File: src/rtl/mem_stage.sv
// MEM pipeline stage: aligns load data, selects the multiplier half and drives WB and the forwarding bus.
// SRAM data and the product are captured on the entry cycle so a WB stall cannot lose them.
module mem_stage #(
    parameter int ES2MS_W = 78,
    parameter int MS2WS_W = 70,
    parameter int FWD_W   = 38
) (
    input  logic               clk,
    input  logic               resetn,
    input  logic               es2ms_valid,
    output logic               ms_allowin,
    input  logic [ES2MS_W-1:0] es2ms_bus,
    input  logic               es_res_from_mul,
    input  logic [67:0]        mul_result,
    input  logic [31:0]        data_sram_rdata,
    input  logic               ws_allowin,
    output logic               ms2ws_valid,
    output logic [MS2WS_W-1:0] ms2ws_bus,
    output logic [FWD_W-1:0]   mem_forward_zip
);
    logic               ms_valid_q, ms_valid_d;
    logic               first_q, first_d;
    logic [ES2MS_W-1:0] bus_q, bus_d;
    logic               res_from_mul_q, res_from_mul_d;
    logic [31:0]        rdata_hold_q, rdata_hold_d;
    logic [63:0]        mul_hold_q, mul_hold_d;

    logic        gr_we;
    logic [4:0]  dest;
    logic [4:0]  load_op;
    logic [31:0] alu_result;
    logic [2:0]  mul_op;
    logic [31:0] pc;
    logic [31:0] rdata_sel;
    logic [63:0] prod_sel;
    logic [7:0]  ld_byte;
    logic [15:0] ld_half;
    logic [31:0] load_val;
    logic [31:0] mul_val;
    logic [31:0] final_result;
    logic        unused_mul_hi;

    assign gr_we      = bus_q[0];
    assign dest       = bus_q[5:1];
    assign load_op    = bus_q[10:6];
    assign alu_result = bus_q[42:11];
    assign mul_op     = bus_q[45:43];
    assign pc         = bus_q[ES2MS_W-1:46];

    assign ms_allowin    = ~ms_valid_q | ws_allowin;
    assign ms2ws_valid   = ms_valid_q;
    assign unused_mul_hi = ^mul_result[67:64];

    always_comb begin
        ms_valid_d     = ms_valid_q;
        first_d        = first_q;
        bus_d          = bus_q;
        res_from_mul_d = res_from_mul_q;
        rdata_hold_d   = rdata_hold_q;
        mul_hold_d     = mul_hold_q;
        if (ms_allowin)
            ms_valid_d = es2ms_valid;
        if (es2ms_valid && ms_allowin) begin
            bus_d          = es2ms_bus;
            res_from_mul_d = es_res_from_mul;
            first_d        = 1'b1;
        end else if (ms_valid_q) begin
            first_d = 1'b0;
        end
        // Late operands are only valid on the entry cycle; freeze them for the rest of a stall.
        if (ms_valid_q && first_q) begin
            rdata_hold_d = data_sram_rdata;
            mul_hold_d   = mul_result[63:0];
        end
    end

    always_ff @(posedge clk or negedge resetn) begin
        if (!resetn) begin
            ms_valid_q     <= 1'b0;
            first_q        <= 1'b0;
            bus_q          <= '0;
            res_from_mul_q <= 1'b0;
            rdata_hold_q   <= '0;
            mul_hold_q     <= '0;
        end else begin
            ms_valid_q     <= ms_valid_d;
            first_q        <= first_d;
            bus_q          <= bus_d;
            res_from_mul_q <= res_from_mul_d;
            rdata_hold_q   <= rdata_hold_d;
            mul_hold_q     <= mul_hold_d;
        end
    end

    assign rdata_sel = first_q ? data_sram_rdata  : rdata_hold_q;
    assign prod_sel  = first_q ? mul_result[63:0] : mul_hold_q;

    always_comb begin
        case (alu_result[1:0])
            2'd0:    ld_byte = rdata_sel[7:0];
            2'd1:    ld_byte = rdata_sel[15:8];
            2'd2:    ld_byte = rdata_sel[23:16];
            default: ld_byte = rdata_sel[31:24];
        endcase
        ld_half = alu_result[1] ? rdata_sel[31:16] : rdata_sel[15:0];

        if (load_op[0])      load_val = {{24{ld_byte[7]}}, ld_byte};
        else if (load_op[3]) load_val = {24'd0, ld_byte};
        else if (load_op[1]) load_val = {{16{ld_half[15]}}, ld_half};
        else if (load_op[4]) load_val = {16'd0, ld_half};
        else                 load_val = rdata_sel;

        mul_val = mul_op[0] ? prod_sel[31:0] : prod_sel[63:32];

        if (|load_op)            final_result = load_val;
        else if (res_from_mul_q) final_result = mul_val;
        else                     final_result = alu_result;
    end

    assign ms2ws_bus       = {pc, final_result, dest, gr_we};
    assign mem_forward_zip = {ms_valid_q & gr_we, dest, final_result};
endmodule

File: config.mk
export PLATFORM = sky130hd
export DESIGN_NAME = mem_stage
export DESIGN_NICKNAME = d
export VERILOG_FILES = /design/src/rtl/mem_stage.sv
export SDC_FILE = /design/constraint.sdc
export NUM_CORES = 1
export LEC_CHECK = 0
export BUFFER_PORTS_ARGS = -buffer_cell sky130_fd_sc_hd__buf_2
export CORE_ASPECT_RATIO = 1.1
export CORE_MARGIN = 8
export CORE_UTILIZATION = 34
export DETAILED_ROUTE_END_ITERATION = 8
export SLEW_MARGIN = 10
export SYNTH_ARGS = -nofsm -noshare
export SYNTH_HDL_FRONTEND = slang
export SYNTH_SLANG_ARGS = --single-unit
File: constraint.sdc
create_clock -name clk -period 5.3 [get_ports clk]
set_input_delay 0 -clock clk [delete_from_list [all_inputs] [get_ports clk]]
set_output_delay 0 -clock clk [all_outputs]
set_load 0.01 [all_outputs]
==> Word-level counts from Yosys, hierarchy flattened <==
Cells that the tools add are included.
{ "totals": {"register_bits": 177, "latchBits": 0, "mem_bits_rw": 0, "romBits": 0, "elab_cells": 29, "n_memories": 0} }
{ "op_classes": {"addsub": 0, "n_mul": 0, "div": 0, "order_cmp": 0, "n_eq_ne": 2, "shifts": 0, "mux": 13, "n_bitwise": 3, "reduce_logical": 5} }
{ "ops": {"columns": ["op", "count"], "rows": [
  ["two-way mux 32 bit", 8],
  ["two-way mux 64 bit", 1],
  ["one-hot mux 8 bit (3 select lines)", 1],
  ["two-way mux 16 bit", 1],
  ["OR reduction 5 bit", 1],
  ["equality test 2 x 1 -> 1 bit, second input constant", 1],
  ["equality test 2 bit, second input constant", 1],
  ["logical AND 1 bit", 2],
  ["logical NOT 2 bit", 1],
  ["two-way mux 1 bit", 2],
  ["nonzero test 2 bit", 1],
  ["bitwise AND 1 bit", 1],
  ["inverter 1 bit", 1],
  ["OR 1 bit", 1]
]} }

==> Logic depth before layout (Yosys ltp) <==
{ "logic_depth": {"ltp_word": 7, "mapped_depth": 8, "mapped_depth_nobuf": 4} }

==> Worst setup path before layout <==
OpenSTA, ideal clock, no wires.
{ "synth_timing": {"path_type": "register to output", "startpoint": "register first_q", "endpoint": "output port ms2ws_bus[10]", "arrival_time_ps": 1835, "required_time_ps": 5300, "slack_ps": 3465, "path_stages_with_launch": 8, "n_path_buf": 3, "cell_sequence": "dfrtp_1 -> buf_6 -> buf_2 -> mux2_2 -> mux2_2 -> a22oi_1 -> o21ai_0 -> buf_4"} }
{ "synth_between": {"elab_chain_cells": 7, "elab_cells_between_ends": 11} }
{ "synth_rtl": {"columns": ["element", "line", "rtl"], "rows": [
  ["start: declaration", "22", "logic first_q, first_d;"],
  ["start signal: assignment", "87", "first_q <= first_d;"],
  ["two-way mux 32 bit", "95", "assign rdata_sel = first_q ? data_sram_rdata : rdata_hold_q;"],
  ["two-way mux 16 bit", "105", "ld_half = alu_result[1] ? rdata_sel[31:16] : rdata_sel[15:0];"],
  ["two-way mux 32 bit", "110", "else if (load_op[4]) load_val = {16'd0, ld_half};"],
  ["two-way mux 32 bit", "109", "else if (load_op[1]) load_val = {{16{ld_half[15]}}, ld_half};"],
  ["two-way mux 32 bit", "108", "else if (load_op[3]) load_val = {24'd0, ld_byte};"],
  ["two-way mux 32 bit", "107", "if (load_op[0]) load_val = {{24{ld_byte[7]}}, ld_byte};"],
  ["two-way mux 32 bit (*)", "115", "if (|load_op) final_result = load_val;"],
  ["end: declaration", "18", "output logic [MS2WS_W-1:0] ms2ws_bus,"]
]} }
Mark *: on every way between the ends. The rest lies on a longest branch, timed or not.

==> Final worst setup path <==
{ "layout_timing": {"startpoint": "register first_q", "endpoint": "output port ms2ws_bus[20]"} }
The elaborated chain is that of the path after synthesis.

==> impl_metrics.tcl <==
set metrics [dict create \
    status "completed" \
    post-dp-hpwl_um 21900 \
    peakVddDrop_v 0.000180 \
    postCtsHoldBufs 176 \
    place.gp.congestion 0.823 \
    postLayoutCoreUtil_pct 46.9 \
    cpMostUsedCell "a22oi_1" \
    routed_wirelength_um 31400 \
    finalSetupTns_ns 0 \
    clk_path_buf_depth 2 \
    leakagePower_nw 6.08 \
    grt_max_degree 79 \
    io_buffers 286 \
    powerDensity_mw_per_mm2 348 \
    min_period_ns 3.48 \
    syn_avg_cell_area_um2 12.3 \
    synthToLayoutAreaGrowth_pct 36.8 \
    synthFlopType "dfrtp_1" \
    worstPathMaxFanout 35 \
    grt_antenna_before_repair 1 \
    tightest_slew_ns 1.13 \
    grt_pass1_vias 8491 \
    clkSinkCount 175 \
    final_cell_mix "285 x buf_2, 197 x mux2_2, 176 x dlygate4sd3_1" \
    fp.dieW_um 178 \
    num_io_pins 293 \
    rsz0062_at_grt "false" \
    crit_type "flip-flop to primary output" \
    async_reset_ff_share_pct 100 \
    synth_edf_count 0 \
    diodes 0 \
    fin_nets 1342 \
    drt-pass1-iter-count 5 \
    cts_setup_buffers 0 \
    dieArea_mm2 0.0344 \
    min_path_type "primary input to async pin" \
    grtUsageTotal_pct 18.2 \
    clk_pin_slew_ns 0.07 \
    drv_slew 0 \
    finalSetupViolCount 0 \
    drive_above_1_share_pct 47.8 \
    drtAntennaViolNets 0 \
    fin_skew_ns 0.0121 \
    path_cells "buf_4, nor2b_1, a22oi_1, nand4_1, a22oi_1, buf_2" \
    synthCells 794 \
    crit_required_ns 5.30 \
    rrSetupSlack_ns 2.57 \
    viasPerCell 4.97 \
    cts.repair.resized 0 \
    synth_top_area_share_pct 44.8 \
    cts_inserted_buffers 17 \
    crit_path_top_delay_cell "dfrtp_2" \
    ys_seq_elements 175 \
    worstReg2RegEnd "rdata_hold_q[18]" \
    synthesis.area_mm2 0.00977 \
    final_common_cell "buf_2" \
    ys_types 32 \
    synth_warnings 0 \
    htreeDepth 4 \
    synth_nets 977 \
    critPathArrivalTime_ns 3.48 \
    die_y_um 194 \
    routedWlPerCell_um 20.4 \
    finalHoldViolCount 0 \
    clock.fmax_ghz 0.288 \
    cts_tree "built" \
    core_area_mm2 0.0285 \
    fillers 2604 \
    rr_startpoint "first_q" \
    fin_crit_sh_pct 65.6 \
    overflow 0 \
    power_mw 4.65 \
    yosysTopAreaCell "dfrtp_1" \
    netlist_top_cells_area "dfrtp_1 45%, mux2_2 23%, mux2i_1 8.4%, buf_4 5.8%, mux4_2 4.1%" \
    start_kind "flip-flop" \
    slew_headroom_pct 24.6 \
    ys_seq_area_share_pct 44.8 \
    max_stage_delay_ns 0.96 \
    grt_first_pass_wirelength_um 48700 \
    start_util_pct 34.3 \
    root_buffer "clkbuf_16" \
    end_kind "primary output" \
    r2r_cells 3 \
    drc 0 \
    via_count 7653 \
    drt-initial-drc-count 298 \
    placementRows 65 \
    maxCapViolCount 0 \
    clock_latency_ns 0.44 \
]
## sequential cells by signal (all words and copies together) (netlist names)
name,flops
ms2ws_valid,1
rdata_hold_q,32
mul_hold_q,64
res_from_mul_q,1
bus_q,76
first_q,1
## cell families after synthesis
family / count (synthesis) / share of synthesized area [%]
mux: 297 / 35.3
flops: 175 / 44.8
buf+inv: 131 / 8.52
simple gates: 114 / 5.98
compound gates: 77 / 5.42
## final cells by class
| type | instances | area, um^2 | area share [%] |
|---|---|---|---|
| inverter | 4 | 15.0 | 0.112 |
| clock inverter | 13 | 210 | 1.57 |
| multi-input combinational | 488 | 4580 | 34.3 |
| timing repair buffer | 473 | 3280 | 24.6 |
| tap | 368 | 460 | 3.45 |
| clock buffer | 19 | 433 | 3.24 |
| sequential | 175 | 4380 | 32.8 |
## through the flow
step	cells	hold WS [ns]	cell area (um^2)	worst slack, ns
3_5_place_dp	1332	0.0725	11000	2.16
4_1_cts	1540	0.159	13400	1.67
3_3_place_gp	1332	0.0690	11000	2.16
5_1_grt	1540	0.186	13400	1.55
6_report	1540	0.145	13400	1.82
2_1_floorplan	794	-0.296	9770	3.47
## Yosys cell counts (7+ instances only)
cell and number:
mux4_2 18, nand3_1 25, nor2_1 10, o21ai_0 20, nor2b_1 19, a31oi_1 8
buf_2 32, buf_4 76, dfrtp_1 175, mux2_2 197, o22ai_1 16, nand2_1 39
clkbuf_1 12, mux2i_1 82, o221ai_1 7, or2_2 8, a22oi_1 15
## power by group
| group | internal [mW] | total [mW] | switching, mW |
|---|---|---|---|
| Clock | 0.842 | 1.41 | 0.569 |
| Sequential | 1.58 | 1.76 | 0.180 |
| Combinational | 0.762 | 1.48 | 0.719 |
## per-layer routing
layer  global-route usage (%)  share of wire (%)  vias up
li1                         -                  -     3543
met1                     22.2                 42     3799
met2                     31.0                 50      273
met3                     4.38                6.2       36
met4                     5.78                2.3        2
met5                        0              0.026        -
## critical path: cells and delay by family (launching register included)
kind | cells | cell delay (ns)
compound gates | 2 | 0.81
simple gates | 2 | 0.51
buf+inv | 2 | 0.77
flops | 1 | 0.96
## worst max-delay path by stage
stage | startpoint | endpoint | slack, ns | cells past startpoint
floorplan | first_q | ms2ws_bus[10] | 3.47 | 7
global placement | first_q | mem_forward_zip[17] | 2.16 | 5
detailed placement | first_q | ms2ws_bus[23] | 2.16 | 5
CTS | first_q | ms2ws_bus[23] | 1.67 | 5
global route | first_q | mem_forward_zip[21] | 1.55 | 5
finish | first_q | ms2ws_bus[20] | 1.82 | 6
No activity file was read; power rests on OpenSTA's default activity.
